[src/rtl/pulse_train_pkg.sv]
// Shared definitions for the pulse train generator.
//   chan_state_e : per-channel FSM state encoding
//   norm_len     : maps a programmed phase length of 0 onto 1 cycle
package pulse_train_pkg;

  typedef enum logic [1:0] {
    StIdle = 2'd0,
    StHigh = 2'd1,
    StLow  = 2'd2
  } chan_state_e;

  function automatic int unsigned norm_len(input int unsigned len);
    return (len == 0) ? 1 : len;
  endfunction

endpackage

[src/rtl/pulse_train_chan.sv]
// One pulse train channel: FSM, phase down-counter, remaining-pulse counter.
// Optional build macro PULSE_TRAIN_SYNC_EN inserts 2-flop synchronisers on start/stop.
// Ports:
//   clk_i, rst_ni     clock, asynchronous active-low reset
//   start_i, stop_i   start/stop requests (stop wins)
//   cont_i            1 = continuous, 0 = one-shot of num_pulses_i pulses
//   high_len_i        high phase length in cycles (0 treated as 1)
//   low_len_i         low phase length in cycles (0 treated as 1)
//   num_pulses_i      pulse count for one-shot trains
//   pulse_o, busy_o   pulse output, channel running
//   done_o            one-cycle strobe on normal one-shot completion
module pulse_train_chan
  import pulse_train_pkg::*;
#(
  parameter int unsigned CNT_W = 8,
  parameter int unsigned NUM_W = 4
) (
  input  logic             clk_i,
  input  logic             rst_ni,
  input  logic             start_i,
  input  logic             stop_i,
  input  logic             cont_i,
  input  logic [CNT_W-1:0] high_len_i,
  input  logic [CNT_W-1:0] low_len_i,
  input  logic [NUM_W-1:0] num_pulses_i,
  output logic             pulse_o,
  output logic             busy_o,
  output logic             done_o
);

  logic start_s;
  logic stop_s;

`ifdef PULSE_TRAIN_SYNC_EN
  logic [1:0] start_sync_q;
  logic [1:0] stop_sync_q;

  always_ff @(posedge clk_i or negedge rst_ni) begin
    if (!rst_ni) begin
      start_sync_q <= '0;
      stop_sync_q  <= '0;
    end else begin
      start_sync_q <= {start_sync_q[0], start_i};
      stop_sync_q  <= {stop_sync_q[0], stop_i};
    end
  end

  assign start_s = start_sync_q[1];
  assign stop_s  = stop_sync_q[1];
`else
  assign start_s = start_i;
  assign stop_s  = stop_i;
`endif

  // Phase counter holds the cycles remaining after the current one.
  function automatic logic [CNT_W-1:0] reload(input logic [CNT_W-1:0] len);
    return CNT_W'(norm_len(32'(len)) - 32'd1);
  endfunction

  chan_state_e      state_q, state_d;
  logic [CNT_W-1:0] phase_q, phase_d;
  logic [NUM_W-1:0] left_q, left_d;
  logic             cont_q, cont_d;
  logic [CNT_W-1:0] high_q, high_d;
  logic [CNT_W-1:0] low_q, low_d;
  logic             done_q, done_d;

  always_ff @(posedge clk_i or negedge rst_ni) begin
    if (!rst_ni) begin
      state_q <= StIdle;
      phase_q <= '0;
      left_q  <= '0;
      cont_q  <= 1'b0;
      high_q  <= '0;
      low_q   <= '0;
      done_q  <= 1'b0;
    end else begin
      state_q <= state_d;
      phase_q <= phase_d;
      left_q  <= left_d;
      cont_q  <= cont_d;
      high_q  <= high_d;
      low_q   <= low_d;
      done_q  <= done_d;
    end
  end

  always_comb begin
    state_d = state_q;
    phase_d = phase_q;
    left_d  = left_q;
    cont_d  = cont_q;
    high_d  = high_q;
    low_d   = low_q;
    done_d  = 1'b0;
    unique case (state_q)
      StIdle: begin
        if (start_s && !stop_s) begin
          cont_d = cont_i;
          high_d = high_len_i;
          low_d  = low_len_i;
          left_d = num_pulses_i;
          if (!cont_i && (num_pulses_i == '0)) begin
            // Empty one-shot train: report completion without ever going busy.
            done_d = 1'b1;
          end else begin
            state_d = StHigh;
            phase_d = reload(high_len_i);
          end
        end
      end
      StHigh: begin
        if (stop_s) begin
          state_d = StIdle;
          phase_d = '0;
        end else if (phase_q != '0) begin
          phase_d = phase_q - 1'b1;
        end else if (!cont_q && (left_q == NUM_W'(1))) begin
          // Last pulse of a one-shot train: skip the trailing low phase.
          state_d = StIdle;
          done_d  = 1'b1;
        end else begin
          state_d = StLow;
          phase_d = reload(low_q);
          if (!cont_q) begin
            left_d = left_q - 1'b1;
          end
        end
      end
      StLow: begin
        if (stop_s) begin
          state_d = StIdle;
          phase_d = '0;
        end else if (phase_q != '0) begin
          phase_d = phase_q - 1'b1;
        end else begin
          state_d = StHigh;
          phase_d = reload(high_q);
        end
      end
      default: begin
        state_d = StIdle;
      end
    endcase
  end

  always_comb begin
    pulse_o = (state_q == StHigh);
    busy_o  = (state_q != StIdle);
    done_o  = done_q;
  end

endmodule

[src/rtl/pulse_train_gen.sv]
// Multi-channel programmable pulse train generator; CHANNELS independent copies of
// pulse_train_chan. Optional build macro PULSE_TRAIN_SYNC_EN adds input synchronisers.
// Ports:
//   clk_i, rst_ni   clock, asynchronous active-low reset
//   start_i         per-channel start request
//   stop_i          per-channel stop request
//   cont_i          per-channel continuous-mode select
//   high_len_i      per-channel high length, ch i at [i*CNT_W +: CNT_W]
//   low_len_i       per-channel low length, ch i at [i*CNT_W +: CNT_W]
//   num_pulses_i    per-channel pulse count, ch i at [i*NUM_W +: NUM_W]
//   pulse_o         per-channel pulse outputs
//   busy_o          per-channel running flags
//   done_o          per-channel one-shot completion strobes
module pulse_train_gen
  import pulse_train_pkg::*;
#(
  parameter int unsigned CHANNELS = 4,
  parameter int unsigned CNT_W    = 8,
  parameter int unsigned NUM_W    = 4
) (
  input  logic                      clk_i,
  input  logic                      rst_ni,
  input  logic [CHANNELS-1:0]       start_i,
  input  logic [CHANNELS-1:0]       stop_i,
  input  logic [CHANNELS-1:0]       cont_i,
  input  logic [CHANNELS*CNT_W-1:0] high_len_i,
  input  logic [CHANNELS*CNT_W-1:0] low_len_i,
  input  logic [CHANNELS*NUM_W-1:0] num_pulses_i,
  output logic [CHANNELS-1:0]       pulse_o,
  output logic [CHANNELS-1:0]       busy_o,
  output logic [CHANNELS-1:0]       done_o
);

  for (genvar i = 0; i < CHANNELS; i++) begin : g_chan
    pulse_train_chan #(
      .CNT_W(CNT_W),
      .NUM_W(NUM_W)
    ) u_chan (
      .clk_i       (clk_i),
      .rst_ni      (rst_ni),
      .start_i     (start_i[i]),
      .stop_i      (stop_i[i]),
      .cont_i      (cont_i[i]),
      .high_len_i  (high_len_i[i*CNT_W +: CNT_W]),
      .low_len_i   (low_len_i[i*CNT_W +: CNT_W]),
      .num_pulses_i(num_pulses_i[i*NUM_W +: NUM_W]),
      .pulse_o     (pulse_o[i]),
      .busy_o      (busy_o[i]),
      .done_o      (done_o[i])
    );
  end

endmodule

[config.mk]
export PLATFORM = sky130hd
export DESIGN_NAME = pulse_train_gen
export DESIGN_NICKNAME = d
export VERILOG_FILES = /design/src/rtl/pulse_train_pkg.sv /design/src/rtl/pulse_train_chan.sv /design/src/rtl/pulse_train_gen.sv
export SDC_FILE = /design/constraint.sdc
export NUM_CORES = 1
export LEC_CHECK = 0
export CAP_MARGIN = 5
export CORE_MARGIN = 3
export CORE_UTILIZATION = 25
export DETAILED_ROUTE_END_ITERATION = 7
export REMOVE_ABC_BUFFERS = 1
export SETUP_SLACK_MARGIN = 0.5
export SYNTH_ARGS = -nofsm -noshare
export SYNTH_HDL_FRONTEND = slang
export SYNTH_HIERARCHICAL = 1
export SYNTH_SLANG_ARGS = --single-unit
[constraint.sdc]
create_clock -name clk_i -period 3.85 [get_ports clk_i]
set_input_delay 0.5775 -clock clk_i [delete_from_list [all_inputs] [get_ports clk_i]]
set_output_delay 0.5775 -clock clk_i [all_outputs]
set_load 0.005 [all_outputs]
# Yosys cells after proc, flatten, opt, wreduce, memory -nomap -nowiden
# Index checks and enable logic that the tools add are counted.
# op_classes
n_addsub,20
n_eq_ne,48
muxes,124
reduce_logical,76
# ops
operator,n
8-bit 2-to-1 mux,40
8-bit by 1-bit subtractor with 8-bit output (second input constant),16
8-bit zero test,12
8-bit one-hot mux with 3 select lines,4
4-bit 2-to-1 mux,20
2-bit 2-to-1 mux,28
2-bit != test (second input constant),20
4-bit one-hot mux with 2 select lines,4
4-bit AND reduction,8
8-bit nonzero test,4
3-bit != test (second input constant),8
2-bit one-hot mux with 3 select lines,4
6-bit AND reduction,4
1-bit 2-to-1 mux,20
4-bit by 1-bit == test with 1-bit output (second input constant),4
4-bit zero test,4
4-bit != test (second input constant),4
2-bit nonzero test,8
4-bit by 1-bit subtractor with 4-bit output (second input constant),4
1-bit logical AND,12
1-bit zero test,12
3-bit nonzero test,4
2-bit by 1-bit == test with 1-bit output (second input constant),4
2-bit == test (second input constant),4
4 further kinds,16
# word_totals
ff_bits,128
input_bits,94
out_inout_bits,12
wordCells,296

# Longest topological paths before layout
# Gate-level depths: netlist of the first run.
# depth
ltp_word,7
ltp_mapped,9
depth_no_buf,8

# Cells and area by module
# Netlist of the first run, hierarchy kept.
# modules_own_cells
mod,instances,cells_each,area_each_um2
pulse_train_chan (g_chan[0].u_chan ...),3,244,2235.9
pulse_train_chan (g_chan[3].u_chan),1,244,2247.2

# Worst setup path before layout of the first run
# No wires, ideal clock.
# synth_timing
kind,register to register
startpoint,reg g_chan[0].u_chan.low_q[2]
endpoint,reg g_chan[0].u_chan.phase_q[4]
setup_time_ps,76
arrival_ps,2022
t_required_ps,3774
slack_ps,1751
path_stages_with_launch,9
period_less_slack_ps,2099
cell_sequence,dfrtp_1 > nor4_1 > a31oi_1 > ha_1 > nor3b_1 > xnor2_1 > o32ai_1 > o22ai_1 > o21ai_1
# synth_via
elab_chain_cells,7
# synth_rtl
element,line,source
start: declaration,pulse_train_chan.sv:65,"logic [CNT_W-1:0] low_q, low_d;"
start signal: assignment,pulse_train_chan.sv:83,low_q <= low_d;
8-bit zero test,pulse_train_pkg.sv:13,return (len == 0) ? 1 : len;
8-bit 2-to-1 mux (*),pulse_train_pkg.sv:13,
8-bit by 1-bit subtractor with 8-bit output (*),pulse_train_chan.sv:57,return CNT_W'(norm_len(32'(len)) - 32'd1);
8-bit 2-to-1 mux (*),pulse_train_chan.sv:118,end else if (!cont_q && (left_q == NUM_W'(1))) begin
8-bit 2-to-1 mux (*),pulse_train_chan.sv:116,end else if (phase_q != '0) begin
8-bit 2-to-1 mux (*),pulse_train_chan.sv:113,if (stop_s) begin
8-bit one-hot mux with 3 select lines (*),pulse_train_chan.sv:96,unique case (state_q)
end signal: assignment,pulse_train_chan.sv:79,phase_q <= phase_d;
end: declaration,pulse_train_chan.sv:61,"logic [CNT_W-1:0] phase_q, phase_d;"
# Every way passes the cells marked *; elsewhere a longest branch is shown, timed or not. The select of a mux whose other input is x is not followed.
# A chain may end at the register's enable or synchronous reset.

# Final worst setup path of the first run
# layout_timing
startpoint,reg g_chan[2].u_chan.low_q[2]
endpoint,reg g_chan[2].u_chan.phase_q[4]
# layout_via
elab_chain_cells,7
# layout_rtl
element,line
start: declaration,pulse_train_chan.sv:65
start signal: assignment,pulse_train_chan.sv:83
8-bit zero test,pulse_train_pkg.sv:13
8-bit 2-to-1 mux (*),pulse_train_pkg.sv:13
8-bit by 1-bit subtractor with 8-bit output (*),pulse_train_chan.sv:57
8-bit 2-to-1 mux (*),pulse_train_chan.sv:118
8-bit 2-to-1 mux (*),pulse_train_chan.sv:116
8-bit 2-to-1 mux (*),pulse_train_chan.sv:113
8-bit one-hot mux with 3 select lines (*),pulse_train_chan.sv:96
end signal: assignment,pulse_train_chan.sv:79
end: declaration,pulse_train_chan.sv:61
# Marked as above.

==> results of run 1 <==
==> cell type report <==
cell class                      instances  area, um^2  area share [%]
Sequential cell                       128        3200            28.9
Clock buffer                           22         474            4.28
Inverter                               61         229            2.06
Timing Repair Buffer                  112        1100            9.96
Multi-Input combinational cell        759        5380            48.5
Clock inverter                         10         134            1.21
Tap cell                              455         569            5.13
==> cells by family after synthesis <==
logic type | share of synthesized area [%]
adder cells (fa/ha/maj) | 5.73
AO/OA/AOI/OAI | 20.2
buffers and inverters | 4.21
AND/OR/NAND/NOR | 20.1
multiplexers | 9.40
flip-flops | 35.8
XOR/XNOR | 4.60
==> metal layers <==
layer | vias up | GRT usage (%)
li1 | 3859 | -
met1 | 3729 | 16.5
met2 | 187 | 20.1
met3 | 18 | 3.42
met4 | 0 | 3.12
met5 | - | 0
==> worst paths after layout <==
kind,to,slack [ns],depth (start not counted),start
max,g_chan[2].u_chan/phase_q[4]$_DFFE_PN0P_,1.27,8,g_chan[2].u_chan/low_q[2]$_DFFE_PN0P_
min,g_chan[0].u_chan/left_q[1]$_DFFE_PN0P_,0.32,1,rst_ni
max reg2reg,g_chan[2].u_chan/phase_q[4]$_DFFE_PN0P_,1.27,8,g_chan[2].u_chan/low_q[2]$_DFFE_PN0P_
min reg2reg,g_chan[3].u_chan/low_q[1]$_DFFE_PN0P_,0.54,1,g_chan[3].u_chan/low_q[1]$_DFFE_PN0P_
max in group asynchronous,g_chan[3].u_chan/high_q[5]$_DFFE_PN0P_,2.73,2,rst_ni
min in group clk_i,g_chan[3].u_chan/low_q[1]$_DFFE_PN0P_,0.54,1,g_chan[3].u_chan/low_q[1]$_DFFE_PN0P_
==> report_power, final <==
group	switching (mW)	internal, mW	total [mW]	leakage, nW
logic	2.22	2.01	4.22	2.56
clock network	0.625	1.07	1.69	0.296
registers	0.888	2.02	2.91	1.54
==> registers in the layout, indices dropped and copies added (netlist names) <==
name                   cells
g_chan.u_chan/done_o       4
g_chan.u_chan/left_q      16
g_chan.u_chan/phase_q     32
g_chan.u_chan/high_q      32
g_chan.u_chan/state_q      8
g_chan.u_chan/low_q       32
g_chan.u_chan/cont_q       4
==> cell usage after synthesis (22+ instances only) <==
cell	n
dfrtp_1	128
nor2_1	72
inv_1	58
o21ai_1	31
xnor2_1	24
nand2_1	79
nor3_1	39
a21oi_1	43
o21ai_0	38
xor2_1	23
mux2_2	65
a31oi_1	22
ha_1	41
==> stage by stage <==
step	hold WS [ns]	std cells	util, %	setup WS [ns]	area [um^2]
after floorplan	0.282	948	-	1.73	8810
after global placement	0.524	1515	30.0	1.01	10500
after detailed placement	0.526	1515	30.0	0.962	10500
after CTS	0.345	1547	31.8	1.22	11100
after global routing	0.376	1547	31.8	1.13	11100
final	0.321	1547	31.8	1.27	11100
==> results.md, run 1 <==
- Status: completed
- Worst path cell trace: nor4_1 -> a31oi_1 -> ha_1 -> nor3b_1 -> xnor2_1 -> o32ai_1 -> o22ai_1 -> o21ai_1
- GRT overflow: 0
- Max frequency: 0.387 GHz
- Critical path's largest stage delay: 0.72 ns
- DR pass1 iterations: 5
- Relative slew slack: 33.2%
- Skew-Pair Late Insertion Delay: about 0.42 ns
- Leak pwr: roughly 4.4 nW
- Length of routed met2 wiring: roughly 11 mm
- Kind of start point of the critical path: register
- Post-CTS Setup Bufs: 0
- Final Hold Viols: 0
- Initial Utilization: approximately a quarter
- RePlAce Congestion: between 0.8 and 0.9
- Die Wd: 195 um
- First-pass GRT wire length: 39.6 mm
- Max-slew violations: 0
- Number of synthesized flops with an enable pin: 0
- Total Nets Final: between 1000 and 1500
- CTS tree: yes
- Avg Inst Size Synth: 9.18 um^2
- Post-synth cell types: 77
- Wire per inst: ~15 um
- Top Layer Used: met4
- Core Box Area: between 0.03 and 0.04 mm^2
- Req. time, crit path: approximately 4.2 ns
- Initial antenna violation count: 0
- Clk sinks: 128
- Total Wirelength: approximately 23 mm
- Commonest non-fill, non-tap cell in the layout: dfrtp_1
- CTS root buf: clkbuf_16
- Yosys top cell by area: dfrtp_1
- Total negative slack: 0 ns
- Hold_buf cts: 0
- Area share of the largest cell type after synthesis: between 30 and 40%
- Clock Tree Buf Depth: 2
- Initial DRC count: between 400 and 500
- DIE HEIGHT: 195 um
- Drt drc: 0
- Final ANT Viol Nets: 0
- Layout cells sized above 1: between 10% and 20%
- Met3 routed wirelength: about 1.3 mm
- Skew final: between 0.009 and 0.01 ns
- RSZ-0062 raised after global routing: no
- Slowest cell on the critical path: nor4_1
- Hold Crit Class: in -> async
- YS warnings: 6
- Pwr dens: ~800 mW/mm^2
- GRT Total Usage: roughly 12%
- WP buf/inv: 0
- Num CTS Buffers: 17
- Synth Register Bits: 128
- Vias/cell: 5.04
- Seq/Total Area, Yosys: 35.8%
- Worst VDD drop: slightly above 0.3 mV
- CP Class: reg -> reg
- Final total power: just under 9 mW
- M1 WL: ~11 mm
- Syn-to-layout area delta: 23.8%
- Critical path endpoint category: register
- Port buffer count: 105
- Largest net degree at the start of global routing: approximately 100
- CTS clk-pin slew, worst paths: ~0.06 ns
- Critical Path AT: between 2 and 3 ns
- Crit path time final: 2.58 ns
- DPL Wire Length: approximately 17 mm
- # IOs: around 110
- Post-synthesis cell count: 976
- Vias in the first global route: between 7000 and 8000
- Final period utilization: 67.1%
- CP top delay family: simple AND/OR/NAND/NOR gates
- Most frequent cells in the layout: 128 x dfrtp_1, 104 x clkdlybuf4s50_1, 79 x nand2_1, 72 x nor2_1, 65 x mux2_2
- Layout fillers: roughly 3600
- Vias: 7793
- Post-synth ARST share: 100%
- H-tree Lvls: 4
- Synthesized area: ~0.0090 mm^2
- Crit Path Max Fanout: 6
- Post-cts gate resize count: 0
- Max Cap Viol: 0
- Die area: around 0.038 mm^2
- Row count: 68
- Final setup violation count: 0
- Diode count: 0
- Worst Tran Pin Value: approximately 1 ns
- Post-synth top flop: dfrtp_1
- Top cells by area in the synthesized netlist: dfrtp_1 36%, mux2_2 8.2%, ha_1 5.7%, nand2_1 3.3%, nor2_1 3.0%
No activity file was read; power rests on OpenSTA's default activity.
==> run 2: changes to the inputs <==
clock period = 2.2 ns   (was 3.85 ns; I/O delays follow)
==> run 2 against run 1 <==
  * Register-to-register slack worse by 1.0 ns
  * Final area rose by 30%
  * Clock-buffer cell count shrank 2
  * First-iteration DRC count increased by 18%
  * Utilization is 9.7 points higher
  * Wire length is 26% higher
  * Cell count increased by 17%
  * Setup slack got worse by 1.0 ns
  * Non-clock buffer count increased by 260
  * Worst hold slack better by 0.11 ns
  * Sequential power increased by 72%
  * Largest cell class unchanged
==> results.md, run 2 (same netlist as run 1, synthesis figures left out) <==
- Final setup violation count: 0
- GRT Total Usage: approximately 15%
- CTS clk-pin slew, worst paths: approximately 0.07 ns
- Port buffer count: roughly 110
- Die Wd: ~200 um
- Syn-to-layout area delta: 61.5%
- Critical path endpoint category: register
- Vias: about 9100
- Commonest non-fill, non-tap cell in the layout: buf_4
- RSZ-0062 raised after global routing: yes
- First-pass GRT wire length: 46.1 mm
- Total negative slack: 0 ns
- Total Wirelength: ~30 mm
- Row count: 68
- CTS tree: yes
- Initial antenna violation count: 1
- Final period utilization: about nine tenths
- Leak pwr: slightly below 6 nW
- Initial Utilization: between 20% and 30%
- Crit Path Max Fanout: 4
- GRT overflow: 0
- Max Cap Viol: 0
- Initial DRC count: roughly 530
- DPL Wire Length: 19.2 mm
- Status: completed
- Final total power: between 20 and 25 mW
- CTS root buf: clkbuf_16
- Crit path time final: ~2.0 ns
- Kind of start point of the critical path: register
- Worst Tran Pin Value: around 0.56 ns
- Comb pwr share: ~64%
- Vias/cell: between 5 and 6
- Vias in the first global route: 9072
- Power Internal: between 10 and 15 mW
- RePlAce Congestion: between 0.9 and 1
- Top Registers: g_chan.u_chan/high_q x32, g_chan.u_chan/low_q x32, g_chan.u_chan/phase_q x32
- DR pass1 iterations: 5
- Clk sinks: between 100 and 150
- Skew-Pair Late Insertion Delay: 0.43 ns
- Drt drc: 0
- Clk pwr share: between 10% and 20%
- Critical Path AT: around 2.3 ns
- Hold Crit Class: in -> async
- Relative slew slack: 62.6%
- Sequential share of power: between 20% and 30%
- Die area: 0.0381 mm^2
- Clock Tree Buf Depth: 2
- H-tree Lvls: 4
- Max-slew violations: 0
- Total Nets Final: around 1500
- Largest net degree at the start of global routing: 53
- Skew final: about 0.015 ns
- Req. time, crit path: around 2.6 ns
- # IOs: about 110
- Most frequent cells in the layout: 215 x buf_4, 112 x dfrtp_1, 96 x clkdlybuf4s50_1, 65 x nand2_1, 64 x mux2_2
- Layout cells sized above 1: a little under half
- DIE HEIGHT: approximately 200 um
- Wire per inst: between 15 and 20 um
- Max frequency: 0.508 GHz
- Worst VDD drop: 0.668 mV
- Switch Pwr: ~9 mW
- Pwr dens: roughly 1500 mW/mm^2
- CP Class: reg -> reg
- Core Box Area: ~0.035 mm^2
- Num CTS Buffers: 17
- Net Sw Frac: approximately 42%
- Final ANT Viol Nets: 0
- Final Hold Viols: 0
- Layout fillers: between 3000 and 4000
-- run 2: changes by cell type in the layout (fill, tap and decap cells not counted), sizes merged --
cell	before	now
buf	8	274
clkdlybuf4s50	104	96
clkinvlp	2	6
bufinv	3	0
inv	61	63
clkbuf	22	21
clkinv	5	4
diode	0	1
dlygate4sd3	0	1
-- run 2: area by class of cell --
type	instances	area (um^2)	area share (%)
flip-flops and latches	128	3220	22.3
multi-input cells	759	6620	45.8
diodes	1	2.50	0.0173
clock buffers	20	457	3.16
clock inverters	12	86.3	0.597
repair buffers	372	3270	22.6
inverters	61	239	1.65
well taps	455	569	3.94
-- run 2: critical path, stage by stage (launching register included) --
cell	delay [ns]
dfrtp_1	0.39
nor4_2	0.31
a31oi_1	0.16
ha_2	0.24
nor3b_4	0.16
xnor2_2	0.13
o32ai_2	0.26
o22ai_1	0.11
o21ai_1	0.13
-- run 2: worst paths after layout --
kind	start	to	slack (ns)	depth (start not counted)
worst max-delay path	g_chan[2].u_chan/low_q[2]$_DFFE_PN0P_	g_chan[2].u_chan/phase_q[4]$_DFFE_PN0P_	0.23	8
worst min-delay path	rst_ni	g_chan[0].u_chan/left_q[0]$_DFFE_PN0P_	0.43	2
worst max register to register	g_chan[2].u_chan/low_q[2]$_DFFE_PN0P_	g_chan[2].u_chan/phase_q[4]$_DFFE_PN0P_	0.23	8
worst min register to register	g_chan[2].u_chan/left_q[1]$_DFFE_PN0P_	g_chan[2].u_chan/left_q[1]$_DFFE_PN0P_	0.56	2
max in group asynchronous	rst_ni	g_chan[2].u_chan/high_q[2]$_DFFE_PN0P_	1.13	3
min in group clk_i	low_len_i[1]	g_chan[0].u_chan/low_q[1]$_DFFE_PN0P_	0.50	2
-- run 2: power by group through the flow --
stage                     sequential, mW  clock (mW)  combinational, mW
after floorplan                     4.67           0               5.55
after global placement              4.79           0               8.63
after detailed placement            4.83           0               8.73
after CTS                           4.83        2.79               11.7
after global routing                5.16        2.88               14.7
final                               5.00        2.68               13.6
-- run 2: layer usage --
| layer | part of all wire [%] | routed length [um] | GRT usage (%) | vias up |
|---|---|---|---|---|
| li1 | - | - | - | 4352 |
| met1 | 43 | 12600 | 18.5 | 4467 |
| met2 | 49 | 14400 | 24.6 | 257 |
| met3 | 5.5 | 1620 | 3.67 | 48 |
| met4 | 2.2 | 633 | 4.91 | 0 |
| met5 | 0 | 0 | 0 | - |
-- run 2: timing repair --
item | in CTS | in global routing
setup endpoints to repair | 107 | 105
hold buffers | 1 | 0
resized for setup | 248 | 138
endpoints found under the hold margin | 46 | 0
buffers inserted | 111 | 36
cloned | 2 | 0
pin swaps | 107 | 83
-- run 2: through the flow --
step	hold WS, ns	util, %	area, um^2	setup slack, ns	cells
after floorplan	0.0344	-	8810	0.0936	948
after detailed placement	0.352	32.4	11300	0.00784	1625
after global placement	0.347	32.4	11300	0.0666	1625
after CTS	0.438	38.9	13600	0.276	1771
final	0.432	41.5	14500	0.232	1808
after global routing	0.462	41.5	14500	0.111	1807
